--- src/rtl/update_sequencer_pkg.sv ---
// rtl/update_sequencer_pkg.sv - shared sizes, update record and sequencer state encoding
package update_sequencer_pkg;

    localparam int NODES    = 32;
    localparam int PRED_W   = 5;
    localparam int WEIGHT_W = 32;
    localparam int DEPTH    = 8;
    localparam int PTR_W    = $clog2(DEPTH) + 1;

    typedef struct packed {
        logic [PRED_W-1:0]   src;
        logic [PRED_W-1:0]   dst;
        logic [WEIGHT_W-1:0] e;
    } update_t;

    typedef enum logic [1:0] {
        S_IDLE,
        S_LAUNCH,
        S_ARM,
        S_WAIT
    } state_t;

    function automatic logic idx_ok(input logic [PRED_W-1:0] v);
        return int'(v) < NODES;
    endfunction

endpackage

--- src/rtl/update_sequencer_if.sv ---
// rtl/update_sequencer_if.sv - host-side edge-update write bus
interface update_sequencer_if;
    import update_sequencer_pkg::*;

    logic                wr_valid;
    logic                wr_ready;
    logic [PRED_W-1:0]   wr_src;
    logic [PRED_W-1:0]   wr_dst;
    logic [WEIGHT_W-1:0] wr_e;

    modport master (
        output wr_valid, wr_src, wr_dst, wr_e,
        input  wr_ready
    );

    modport slave (
        input  wr_valid, wr_src, wr_dst, wr_e,
        output wr_ready
    );

endinterface

--- src/rtl/update_sequencer_fifo.sv ---
// rtl/update_sequencer_fifo.sv - DEPTH-entry update FIFO with tail peek and tail weight overwrite
module update_fifo
    import update_sequencer_pkg::*;
(
    input  logic                clk,
    input  logic                resetn,
    input  logic                push_i,
    input  update_t             data_i,
    input  logic                pop_i,
    input  logic                overwrite_i,
    input  logic [WEIGHT_W-1:0] weight_i,
    output update_t             head_o,
    output logic [PRED_W-1:0]   tail_src_o,
    output logic [PRED_W-1:0]   tail_dst_o,
    output logic                full_o,
    output logic                empty_o,
    output logic [PTR_W-1:0]    count_o
);

    update_t          mem_q [DEPTH];
    logic [PTR_W-1:0] wptr_q;
    logic [PTR_W-1:0] rptr_q;
    logic [PTR_W-2:0] tail_idx;

    assign tail_idx   = wptr_q[PTR_W-2:0] - 1'b1;
    assign head_o     = mem_q[rptr_q[PTR_W-2:0]];
    assign tail_src_o = mem_q[tail_idx].src;
    assign tail_dst_o = mem_q[tail_idx].dst;
    assign count_o    = wptr_q - rptr_q;
    assign empty_o    = (wptr_q == rptr_q);
    // Same slot index with differing wrap bits means the writer lapped the reader.
    assign full_o     = (wptr_q[PTR_W-1] != rptr_q[PTR_W-1]) &&
                        (wptr_q[PTR_W-2:0] == rptr_q[PTR_W-2:0]);

    always_ff @(posedge clk) begin
        if (!resetn) begin
            wptr_q <= '0;
            rptr_q <= '0;
        end else begin
            if (push_i && (!full_o || pop_i)) begin
                mem_q[wptr_q[PTR_W-2:0]] <= data_i;
                wptr_q <= wptr_q + 1'b1;
            end
            if (overwrite_i) begin
                mem_q[tail_idx].e <= weight_i;
            end
            if (pop_i && !empty_o) begin
                rptr_q <= rptr_q + 1'b1;
            end
        end
    end

endmodule

--- src/rtl/update_sequencer.sv ---
// rtl/update_sequencer.sv - queues host edge updates and launches one container run each; UPDATE_COALESCE_EN enables tail coalescing
module update_sequencer
    import update_sequencer_pkg::*;
(
    input  logic                clk,
    input  logic                update_reset_n,
    update_sequencer_if.slave   wr,
    input  logic [PRED_W-1:0]   src_cfg,
    input  logic                container_done,
    output logic                container_reset,
    output logic [PRED_W-1:0]   u_src,
    output logic [PRED_W-1:0]   u_dst,
    output logic [WEIGHT_W-1:0] u_e,
    output logic [PRED_W-1:0]   src,
    output logic                busy,
    output logic [15:0]         reject_cnt
);

`ifdef UPDATE_COALESCE_EN
    localparam bit COALESCE = 1'b1;
`else
    localparam bit COALESCE = 1'b0;
`endif

    state_t            state_q, state_d;
    update_t           cur_q;
    logic [PRED_W-1:0] src_q;
    logic [15:0]       rej_q, rej_d;

    update_t           head;
    update_t           wr_upd;
    logic [PRED_W-1:0] tail_src, tail_dst;
    logic              fifo_full, fifo_empty;
    logic [PTR_W-1:0]  fifo_count;
    logic              pop, tail_hit, idx_valid, accept, push, overwrite, reject;

    assign wr_upd    = '{src: wr.wr_src, dst: wr.wr_dst, e: wr.wr_e};
    assign pop       = (state_q == S_IDLE) && !fifo_empty;
    assign idx_valid = (wr.wr_src != wr.wr_dst) && idx_ok(wr.wr_src) && idx_ok(wr.wr_dst);
    // A sole entry leaving this cycle is already launched, so it may not absorb a write.
    assign tail_hit  = COALESCE && !fifo_empty &&
                       (tail_src == wr.wr_src) && (tail_dst == wr.wr_dst) &&
                       !(pop && fifo_count == PTR_W'(1));
    assign wr.wr_ready = !fifo_full || tail_hit;
    assign accept    = wr.wr_valid && wr.wr_ready;
    assign reject    = accept && !idx_valid;
    assign overwrite = accept && tail_hit;
    assign push      = accept && idx_valid && !tail_hit;

    update_fifo u_fifo (
        .clk         (clk),
        .resetn      (update_reset_n),
        .push_i      (push),
        .data_i      (wr_upd),
        .pop_i       (pop),
        .overwrite_i (overwrite),
        .weight_i    (wr.wr_e),
        .head_o      (head),
        .tail_src_o  (tail_src),
        .tail_dst_o  (tail_dst),
        .full_o      (fifo_full),
        .empty_o     (fifo_empty),
        .count_o     (fifo_count)
    );

    always_ff @(posedge clk) begin
        if (!update_reset_n) begin
            state_q <= S_IDLE;
        end else begin
            state_q <= state_d;
        end
    end

    always_comb begin
        state_d = state_q;
        case (state_q)
            S_IDLE:   if (!fifo_empty) state_d = S_LAUNCH;
            S_LAUNCH: state_d = S_ARM;
            S_ARM:    state_d = S_WAIT;
            S_WAIT:   if (container_done) state_d = S_IDLE;
            default:  state_d = S_IDLE;
        endcase
    end

    always_comb begin
        container_reset = (state_q == S_LAUNCH);
        busy            = (state_q != S_IDLE);
    end

    always_comb begin
        rej_d = rej_q;
        if (reject && rej_q != 16'hFFFF) rej_d = rej_q + 16'd1;
    end

    always_ff @(posedge clk) begin
        if (!update_reset_n) begin
            cur_q <= '0;
            src_q <= '0;
            rej_q <= '0;
        end else begin
            rej_q <= rej_d;
            if (pop) begin
                cur_q <= head;
                src_q <= src_cfg;
            end
        end
    end

    assign u_src      = cur_q.src;
    assign u_dst      = cur_q.dst;
    assign u_e        = cur_q.e;
    assign src        = src_q;
    assign reject_cnt = rej_q;

endmodule

--- src/flat_wrapper.sv ---
// flat-port wrapper written by rule: the top's interface ports become plain ports
module update_sequencer_flat import update_sequencer_pkg::*;
  (clk, update_reset_n, src_cfg, container_done, container_reset, u_src, u_dst, u_e, src, busy, reject_cnt, wr_wr_valid, wr_wr_src, wr_wr_dst, wr_wr_e, wr_wr_ready);
  update_sequencer_if wr_i ();
  input  logic clk;
  input  logic update_reset_n;
  input  logic [PRED_W-1:0] src_cfg;
  input  logic container_done;
  output logic container_reset;
  output logic [PRED_W-1:0] u_src;
  output logic [PRED_W-1:0] u_dst;
  output logic [WEIGHT_W-1:0] u_e;
  output logic [PRED_W-1:0] src;
  output logic busy;
  output logic [15:0] reject_cnt;
  input wire logic [$bits(wr_i.wr_valid)-1:0] wr_wr_valid;
  input wire logic [$bits(wr_i.wr_src)-1:0] wr_wr_src;
  input wire logic [$bits(wr_i.wr_dst)-1:0] wr_wr_dst;
  input wire logic [$bits(wr_i.wr_e)-1:0] wr_wr_e;
  output wire logic [$bits(wr_i.wr_ready)-1:0] wr_wr_ready;
  assign wr_i.wr_valid = wr_wr_valid;
  assign wr_i.wr_src = wr_wr_src;
  assign wr_i.wr_dst = wr_wr_dst;
  assign wr_i.wr_e = wr_wr_e;
  assign wr_wr_ready = wr_i.wr_ready;
  update_sequencer u_core (.clk(clk), .update_reset_n(update_reset_n), .wr(wr_i), .src_cfg(src_cfg), .container_done(container_done), .container_reset(container_reset), .u_src(u_src), .u_dst(u_dst), .u_e(u_e), .src(src), .busy(busy), .reject_cnt(reject_cnt));
endmodule
--- config.mk ---
export PLATFORM = sky130hd
export DESIGN_NAME = update_sequencer_flat
export DESIGN_NICKNAME = d
export VERILOG_FILES = /design/src/rtl/update_sequencer_pkg.sv /design/src/rtl/update_sequencer_if.sv /design/src/rtl/update_sequencer_fifo.sv /design/src/rtl/update_sequencer.sv /design/src/flat_wrapper.sv
export SDC_FILE = /design/constraint.sdc
export NUM_CORES = 1
export LEC_CHECK = 0
export CORE_MARGIN = 1
export CORE_UTILIZATION = 60
export DETAILED_ROUTE_END_ITERATION = 10
export PLACE_DENSITY = 0.82
export SLEW_MARGIN = 20
export SYNTH_ARGS = -nofsm -noshare
export SYNTH_HDL_FRONTEND = slang
export SYNTH_SLANG_ARGS = --single-unit
--- constraint.sdc ---
create_clock -name clk -period 15.9 [get_ports clk]
set_clock_uncertainty 0.1 [all_clocks]
set_input_delay 3.18 -clock clk [delete_from_list [all_inputs] [get_ports clk]]
set_output_delay 3.18 -clock clk [all_outputs]
set_load 0.005 [all_outputs]
# ---- Yosys cells after proc, flatten, opt, wreduce, memory -nomap -nowiden
# Memory sizes are Yosys's and may differ from the RTL's. A register that Yosys moved wholly into a read port is not among the register bits.
# Index checks and enable logic that the tools add are counted.
# Widths: inputs -> output; s select.
dict set report op_classes {
  addsub 3
  n_mul 0
  n_div 0
  n_lt_le_gt_ge 0
  eq_ne 10
  shifts 0
  n_mux 6
  n_bitwise 0
  reduce_logical 16
}
# cell count
set ops {}
lappend ops {{$add 16x1->16 const B} 1}
lappend ops {{$ne 16x16->1 const B} 1}
lappend ops {{$add 4x1->4 const B} 2}
lappend ops {{$logic_and 1x1->1} 8}
lappend ops {{$pmux 2 s4} 1}
lappend ops {{$ne 5x5->1} 1}
lappend ops {{$eq 2x2->1 const B} 2}
lappend ops {{$eq 4x4->1} 1}
lappend ops {{$logic_not 1->1} 4}
lappend ops {{$mux 2} 2}
lappend ops {{$ne 2x2->1 const B} 2}
lappend ops {{$eq 3x3->1} 1}
lappend ops {{$mux 1} 3}
lappend ops {{$eq 2x1->1 const B} 1}
lappend ops {{$logic_not 2->1} 1}
lappend ops {{$reduce_and 2->1} 1}
lappend ops {{$reduce_bool 2->1} 1}
lappend ops {{$logic_or 1x1->1} 1}
lappend ops {{$ne 1x1->1} 1}
dict set report totals {
  reg_bits 31
  latch_bits 0
  mem_bits_rw 336
  rom_bits 0
  output_inout_bits 66
  elab_cells 41
  n_memories 1
}
# memory words width rd rd_clocked_by_memory_dff write_ports line_no
set mem_list {}
lappend mem_list {u_core.u_fifo.mem_q 8 42 1 1 1 update_sequencer_fifo.sv:20} ;# update_t mem_q [DEPTH];

# ---- Longest topological paths before layout
# Gate-level depths: netlist (run 1).
dict set report logic_depth {
  ltp_word 9
  depth_mapped 8
  ltp_nobuf 7
}

# ---- Modules after synthesis
# From an unflattened synthesis (run 1), not the netlist that was laid out.
dict set report hier_totals {
  hier_cells 1358
  area_unflattened_um2 19829.0
}
# mod n_inst cells_each area_per_inst_um2 seq_area_each_um2
set modules_own_cells {}
lappend modules_own_cells {update_fifo 1 1031 17157.7 10309.9}
lappend modules_own_cells {update_sequencer 1 327 2671.3 1301.2}

# ---- Least setup slack after synthesis (run 1)
# OpenSTA, ideal clock, no wires.
dict set report synth_timing {
  path_kind {input port to flip-flop}
  from {input port wr_wr_dst[4]}
  to {memory u_core.u_fifo.mem_q[5][0] (netlist bit), enable pin}
  t_arrival_ns 7.088
  required_ns 15.298
  setup_slack_ns 8.210
  stages 5
  path_buffers 0
  path_cell_list {xor2_1 nor3_4 a21oi_2 nand3_1 nor3b_1}
}
dict set report synth_between {
  elab_chain_len 6
}
# item line_no
set synth_lines {}
lappend synth_lines {{from (decl)} flat_wrapper.sv:18} ;# input wire logic [$bits(wr_i.wr_dst)-1:0] wr_wr_dst;
lappend synth_lines {{$ne 5x5->1} update_sequencer.sv:39} ;# assign idx_valid = (wr.wr_src != wr.wr_dst) && idx_ok(wr.wr_src) && idx_ok(wr.wr_dst);
lappend synth_lines {{$logic_and 1x1->1} update_sequencer.sv:48} ;# assign push = accept && idx_valid && !tail_hit;
lappend synth_lines {{$logic_and 1x1->1} update_sequencer_fifo.sv:40} ;# if (push_i && (!full_o || pop_i)) begin
lappend synth_lines {{$mux 1} update_sequencer_fifo.sv:40}
lappend synth_lines {{$mux 1} update_sequencer_fifo.sv:36} ;# if (!resetn) begin
lappend synth_lines {{$mux 1 (not written as such)} update_sequencer_fifo.sv:41} ;# mem_q[wptr_q[PTR_W-2:0]] <= data_i;
lappend synth_lines {{to (decl)} update_sequencer_fifo.sv:20}
# No other way between the ends.

# ---- Worst setup path in the final report (run 1)
dict set report layout_timing {
  from {input port wr_wr_dst[2]}
  to {memory u_core.u_fifo.mem_q[6][8] (netlist bit), enable pin}
}
# Same word-level chain as after synthesis.

==> flow_summary.yaml, run 1 <==
timing:
  maxClockFrequency_mhz: 164
  final_critical_path_setup_slack_ns: 9.81
  fin_setup_tns_ns: 0
  setup_violations: 0
  timing.slew.headroom_pct: 29.4
  period_needed_ns: 6.09
  grt_setup_unrepaired: "no"
  worst_slew_pin_slew_ns: 1.06
  fin_worst_hold_slack_ns: 0.396
  drv_slew: 0
  timing.final.crit_share_pct: 38.3
  final_hold_viol_count: 0
critical_path:
  highest_fanout_seen_on_the_critical_path: 22
  path_class: "in -> reg"
  endpoint_kind_of_the_worst_setup_timing_path: "flip-flop"
  critPathArrivalTime_ns: 6.18
  critical_path.n_buffers_inverters: 2
  crit_path_cell_trace: "clkdlybuf4s50_1, xor2_1, nor3_4, a21oi_2, nand3b_1, nor2_4, buf_4"
  path_delay_family: "simple AND/OR/NAND/NOR gates"
  slowest_stage: "sky130_fd_sc_hd__nor2_4"
  timing.critical_path.required_ns: 15.99
  worstSetupStartpointType: "input pin"
  cp_slowest_stage_delay_ns: 0.72
synthesis:
  synth_adder_area_share_pct: 0.557
  synth_enable_flop_cells: 336
  mux_cell_area_share_after_synthesis_pct: 15.5
  synth-seq-area-share_pct: 73.5
  synth_top_cell_area_share_pct: 64.2
  post_synth_inst_count: 825
  synth_top_flop_cell: "sky130_fd_sc_hd__edfxtp_1"
  ys_async_sr_fraction_pct: 0
  synth_area_leaders: "sky130_fd_sc_hd__edfxtp_1 64%, sky130_fd_sc_hd__mux4_2 12%, sky130_fd_sc_hd__dfxtp_1 9.3%, sky130_fd_sc_hd__mux2i_1 3.4%, sky130_fd_sc_hd__a211oi_1 2.1%"
  synthesis.area_per_instance_um2: 19.1
  ys_seq_elements: 409
  synthDominantAreaCellType: "sky130_fd_sc_hd__edfxtp_1"
  synth_compound_area_share_pct: 3.47
  synth_nets: 883
  yosys.cell_types.count: 48
  synth_simple_gate_area_share_pct: 4.19
  synth_warnings: 0
  synth_top_family_by_area: "multiplexers"
  synth_area_mm2: 0.0157
  xor_xnor_portion_of_the_synthesized_cell_area_pct: 1.10
cts:
  hold_buffers: 0
  post-cts-setup-buffer-count: 0
  clk-insertion-delay-late_ns: 0.53
  tritoncts: "yes"
  tritoncts_num_sinks: 409
  root_buffer: "sky130_fd_sc_hd__clkbuf_16"
  ctsResizeCount: 0
  total_clock_buffers_created_by_cts: 41
  clk_pin_slew_worst_paths_ns: 0.06
  cts_max_path_buffers: 3
  cts_h_tree_depth: 2
detailed_routing:
  drt_first_iter_violations: 728
  route.antenna.remaining_nets: 0
  remaining_drc_errors: 0
  vias: 8248
  drt-vias-per-instance: 6.26
  postRouteWirelength_um: 32300
  avgRoutedWirePerCell_um: 24.5
  detail_route.first_pass.iterations: 4
global_routing:
  first_global_vias: 8642
  grt_usage_pct: 25.1
  grt_max_degree: 94
  grt_remaining_overflow: 0
  grt_antenna_before_repair: 0
  first_pass_grt_wire_length_um: 49400
power_and_ir_drop:
  power-per-cell-area_mw_per_mm2: 146
  largest_vdd_supply_drop_uv: 143
  leakagePower_nw: 5.83
worst_hold_path:
  holdCritPathClass: "reg -> reg"
placed_design:
  placed_cells: 1242
  dp_hpwl_um: 18000
  detailedPlace.worstSlack_ns: 9.43
  place_congestion: 0.758
  portBuffers: 116
  placed_cell_area_mm2: 0.0173
layout:
  finish.instance_area_mm2: 0.0186
  post_route_cells_drive_above_1_share_pct: 19.6
  nets: 1013
  num_antenna_cells: 0
  finish.cell_count_without_fillers: 1317
  areaGrowthSynthToFinish_pct: 18.3
  n_fill_cell: 1477
floorplanning:
  die_width_um: 164
  initial_utilization_pct: 61.7
  rows: 58
  io_pins: 117
  total_die_area_mm2: 0.0269
  die_h_um: 164
  core_region_area_mm2: 0.0255
run:
  cap_violations: 0
run_status:
  status: "complete, no violations"
final timing paths:
path,slack (ns),depth (start not counted),from,to
max,9.81,7,wr_wr_dst[2],u_core.u_fifo.mem_q[6][8]
min,0.40,2,u_core.reject_cnt[10],u_core.reject_cnt[10]
max reg2reg,12.21,7,u_core.u_fifo.rptr_q[0],u_core.u_fifo.mem_q[6][8]
min reg2reg,0.40,2,u_core.reject_cnt[10],u_core.reject_cnt[10]
cell families after synthesis:
family	count (synthesis)
AND/OR/NAND/NOR	123
buffers and inverters	55
XOR/XNOR	18
adder cells (fa/ha/maj)	7
multiplexers	138
AO/OA/AOI/OAI	75
flip-flops	409
registers in the layout (all words and copies together), names as in the netlist:
signal and flops:
u_core.reject_cnt 16, u_core.src 5, u_core.state_q 2, u_core.u_dst 5
u_core.u_e 32, u_core.u_fifo.mem_q 336, u_core.u_fifo.rptr_q 4, u_core.u_fifo.wptr_q 4
u_core.u_src 5
per-stage QoR:
step,util (%),total power [mW]
global route,73.0,2.81
floorplan,-,1.61
detailed placement,67.8,1.80
finish,73.0,2.71
CTS,73.0,2.73
global placement,67.8,1.78
worst min-delay path, stage by stage, from the launching register on:
cell                      delay, ns
sky130_fd_sc_hd__dfxtp_1       0.33
sky130_fd_sc_hd__nand2_1       0.06
sky130_fd_sc_hd__mux2i_1       0.05
cells in the mapped netlist (2+ instances only):
master / count
sky130_fd_sc_hd__edfxtp_1: 336
sky130_fd_sc_hd__nand2_1: 13
sky130_fd_sc_hd__nand3b_1: 2
sky130_fd_sc_hd__nor3b_1: 5
sky130_fd_sc_hd__buf_4: 8
sky130_fd_sc_hd__nor4_2: 2
sky130_fd_sc_hd__or4_1: 9
sky130_fd_sc_hd__xnor2_1: 5
sky130_fd_sc_hd__clkbuf_1: 15
sky130_fd_sc_hd__and4_1: 2
sky130_fd_sc_hd__or3_1: 2
sky130_fd_sc_hd__nor2_1: 59
sky130_fd_sc_hd__a21oi_1: 14
sky130_fd_sc_hd__dfxtp_1: 73
sky130_fd_sc_hd__buf_1: 6
sky130_fd_sc_hd__inv_1: 4
sky130_fd_sc_hd__o31ai_1: 9
sky130_fd_sc_hd__ha_1: 7
sky130_fd_sc_hd__a211oi_1: 43
sky130_fd_sc_hd__nor3_1: 5
sky130_fd_sc_hd__mux2i_1: 54
sky130_fd_sc_hd__xnor2_2: 2
sky130_fd_sc_hd__o21ai_1: 2
sky130_fd_sc_hd__buf_2: 19
sky130_fd_sc_hd__nand2b_1: 4
sky130_fd_sc_hd__xor2_1: 11
sky130_fd_sc_hd__buf_6: 2
sky130_fd_sc_hd__nand3_1: 9
sky130_fd_sc_hd__mux4_2: 84
power by group:
group	leakage (nW)	switching [mW]	internal (mW)
clock	0.652	0.387	0.546
combinational	1.54	0.268	0.255
sequential	3.64	0.0327	1.22
cell type report:
| cell class | instances | area, um^2 | share of cell area, % |
|---|---|---|---|
| clock inverter | 21 | 158 | 0.848 |
| tap | 330 | 413 | 2.22 |
| clock buffer | 54 | 1160 | 6.22 |
| sequential | 409 | 11600 | 62.2 |
| multi-input combinational | 361 | 3970 | 21.3 |
| timing repair buffer | 137 | 1320 | 7.11 |
| inverter | 5 | 18.8 | 0.101 |
layer usage:
layer / vias to the layer above / wire length, um / global-route usage (%)
li1: 3602 / - / -
met1: 4215 / 12700 / 33.3
met2: 361 / 16300 / 41.8
met3: 70 / 2300 / 4.32
met4: 0 / 1030 / 9.93
met5: - / 0 / 0
cell usage in the layout, fill, tap and decap left out, types with 5 or more instances in the layout:
cell and count:
sky130_fd_sc_hd__buf_4 20, sky130_fd_sc_hd__a211oi_1 43, sky130_fd_sc_hd__nand2_1 13, sky130_fd_sc_hd__dfxtp_1 70, sky130_fd_sc_hd__o31ai_1 9, sky130_fd_sc_hd__a21oi_1 14
sky130_fd_sc_hd__xnor2_1 5, sky130_fd_sc_hd__clkdlybuf4s50_1 116, sky130_fd_sc_hd__clkinv_1 6, sky130_fd_sc_hd__xor2_1 11, sky130_fd_sc_hd__mux2i_1 54, sky130_fd_sc_hd__mux4_2 84
sky130_fd_sc_hd__clkbuf_16 43, sky130_fd_sc_hd__nand3_1 9, sky130_fd_sc_hd__nor2_1 57, sky130_fd_sc_hd__or4_1 9, sky130_fd_sc_hd__ha_1 7, sky130_fd_sc_hd__clkbuf_1 7
sky130_fd_sc_hd__edfxtp_1 336, sky130_fd_sc_hd__clkinv_2 10
(Power assumes the default switching activity.)
==> inputs of run 2 (changes only) <==
--- a/config.mk
+++ b/config.mk
@@ -6,9 +6,9 @@
 export NUM_CORES = 1
 export LEC_CHECK = 0
 export CORE_MARGIN = 1
-export CORE_UTILIZATION = 60
+export CORE_UTILIZATION = 58
 export DETAILED_ROUTE_END_ITERATION = 10
-export PLACE_DENSITY = 0.82
+export PLACE_DENSITY = 0.8
 export SLEW_MARGIN = 20
 export SYNTH_ARGS = -nofsm -noshare
 export SYNTH_HDL_FRONTEND = slang
==> constraint.sdc (replaced) <==
create_clock -name clk -period 5.78 [get_ports clk]
set_clock_uncertainty 0.1 [all_clocks]
set_input_delay 1.156 -clock clk [delete_from_list [all_inputs] [get_ports clk]]
set_output_delay 1.156 -clock clk [all_outputs]
set_load 0.005 [all_outputs]
==> flow_summary.yaml, run 2 (synthesized netlist as in run 1, its figures left out) <==
run_status:
  status: "complete, no violations"
critical_path:
  worstSetupStartpointType: "input pin"
  timing.reg2reg.worst_path_depth: 6
  path_class: "in -> reg"
  reg2reg_to: "u_core.u_fifo.mem_q[5][7]"
  highest_fanout_seen_on_the_critical_path: 34
  r2r_start: "u_core.u_fifo.rptr_q[1]"
  endpoint_kind_of_the_worst_setup_timing_path: "flip-flop"
  critPathArrivalTime_ns: 4.00
  timing.critical_path.required_ns: 5.88
  r2r_slack_ns: 2.14
  critPathCapture: "u_core.u_fifo.mem_q[5][7]"
  worst_setup_path_startpoint: "wr_wr_dst[2]"
floorplanning:
  total_die_area_mm2: 0.0278
  rows: 59
  initial_utilization_pct: 59.7
  die_width_um: 167
  io_pins: 117
  core_region_area_mm2: 0.0264
  die_h_um: 167
timing:
  timing.slew.headroom_pct: 26.0
  setup_violations: 0
  maxClockFrequency_mhz: 256
  period_needed_ns: 3.90
  timing.final.crit_share_pct: 67.5
  final_hold_viol_count: 0
  fin_setup_tns_ns: 0
  worst_slew_pin_slew_ns: 1.11
  drv_slew: 0
  grt_setup_unrepaired: "no"
  fin_worst_hold_slack_ns: 0.394
  final_critical_path_setup_slack_ns: 1.88
layout:
  nets: 1011
  largest_register: "u_core.u_fifo.mem_q"
  post_route_cells_drive_above_1_share_pct: 18.9
  areaGrowthSynthToFinish_pct: 17.8
  final_common_cell: "sky130_fd_sc_hd__edfxtp_1"
  most-common-layout-cells: "336 x sky130_fd_sc_hd__edfxtp_1, 116 x sky130_fd_sc_hd__clkdlybuf4s50_1, 84 x sky130_fd_sc_hd__mux4_2"
  flip_flop_count_of_the_largest_register_after_layout: 336
  finish.instance_area_mm2: 0.0185
detailed_routing:
  drt_first_iter_violations: 850
  avgRoutedWirePerCell_um: 23.3
  vias: 8002
  detail_route.first_pass.iterations: 5
  remaining_drc_errors: 0
  postRouteWirelength_um: 30800
  drt-vias-per-instance: 6.06
  route.antenna.remaining_nets: 0
cts:
  root_buffer: "sky130_fd_sc_hd__clkbuf_16"
  total_clock_buffers_created_by_cts: 40
  post-cts-setup-buffer-count: 0
  tritoncts_num_sinks: 409
  ctsResizeCount: 0
  tritoncts: "yes"
  hold_buffers: 0
  clk-insertion-delay-late_ns: 0.53
  cts_max_path_buffers: 3
  cts_h_tree_depth: 2
  clk_pin_slew_worst_paths_ns: 0.06
power_and_ir_drop:
  finalPower_mw: 7.28
  leakagePower_nw: 5.77
  power-per-cell-area_mw_per_mm2: 393
  largest_vdd_supply_drop_uv: 300
global_routing:
  grt_max_degree: 78
  first_global_vias: 8275
  grt_remaining_overflow: 0
  first_pass_grt_wire_length_um: 47500
  grt_antenna_before_repair: 1
  grt_usage_pct: 22.9
placed_design:
  detailedPlace.worstSlack_ns: 1.36
  placed_cell_area_mm2: 0.0173
  dp_hpwl_um: 17500
  portBuffers: 116
  place_congestion: 0.769
worst_hold_path:
  holdCritPathClass: "reg -> reg"
run:
  cap_violations: 0
[run 2: metal layers]
metal | wire length [um] | up-vias | track usage, %
met3 | 1970 | 45 | 4.28
met4 | 498 | 0 | 6.24
met2 | 15500 | 291 | 38.0
met5 | 0 | - | 0
met1 | 12800 | 4074 | 31.4
li1 | - | 3592 | -
[run 2: worst min path at each step]
stage                                startpoint               endpoint  slack [ns]  depth (start not counted)
after CTS                 u_core.reject_cnt[10]  u_core.reject_cnt[10]        0.40                          2
final                             u_core.src[2]          u_core.src[2]        0.39                          2
after detailed placement          u_core.src[2]          u_core.src[2]        0.39                          2
after floorplan           u_core.reject_cnt[10]  u_core.reject_cnt[10]        0.37                          2
after global placement    u_core.reject_cnt[10]  u_core.reject_cnt[10]        0.37                          2
after global routing              u_core.u_e[4]          u_core.u_e[4]        0.42                          2
[run 2: power breakdown]
group / switching (mW) / internal [mW]
sequential: 0.164 / 3.35
combinational: 0.647 / 0.697
clock: 1.03 / 1.38
total: 1.84 / 5.43
[run 2: final cells by class]
type,count,area (um^2)
fill,1579,7840
antenna,1,2.50
multi-input combinational,361,3950
tap,335,419
clock inverter,14,72.6
sequential,409,11600
timing repair buffer,136,1340
clock buffer,60,1150
inverter,5,18.8
[run 2: metrics by stage]
| stage | instances | util [%] |
|---|---|---|
| floorplan | 825 | - |
| global placement | 1246 | 65.6 |
| detailed placement | 1246 | 65.6 |
| CTS | 1320 | 70.3 |
| global route | 1321 | 70.3 |
| finish | 1321 | 70.3 |
[run 2: critical path: stages]
cell	delay, ns
sky130_fd_sc_hd__clkdlybuf4s50_1	0.68
sky130_fd_sc_hd__xor2_1	0.29
sky130_fd_sc_hd__nor3_4	0.11
sky130_fd_sc_hd__a21oi_2	0.32
sky130_fd_sc_hd__nand3_1	0.29
sky130_fd_sc_hd__nor3b_2	0.81
sky130_fd_sc_hd__buf_12	0.32
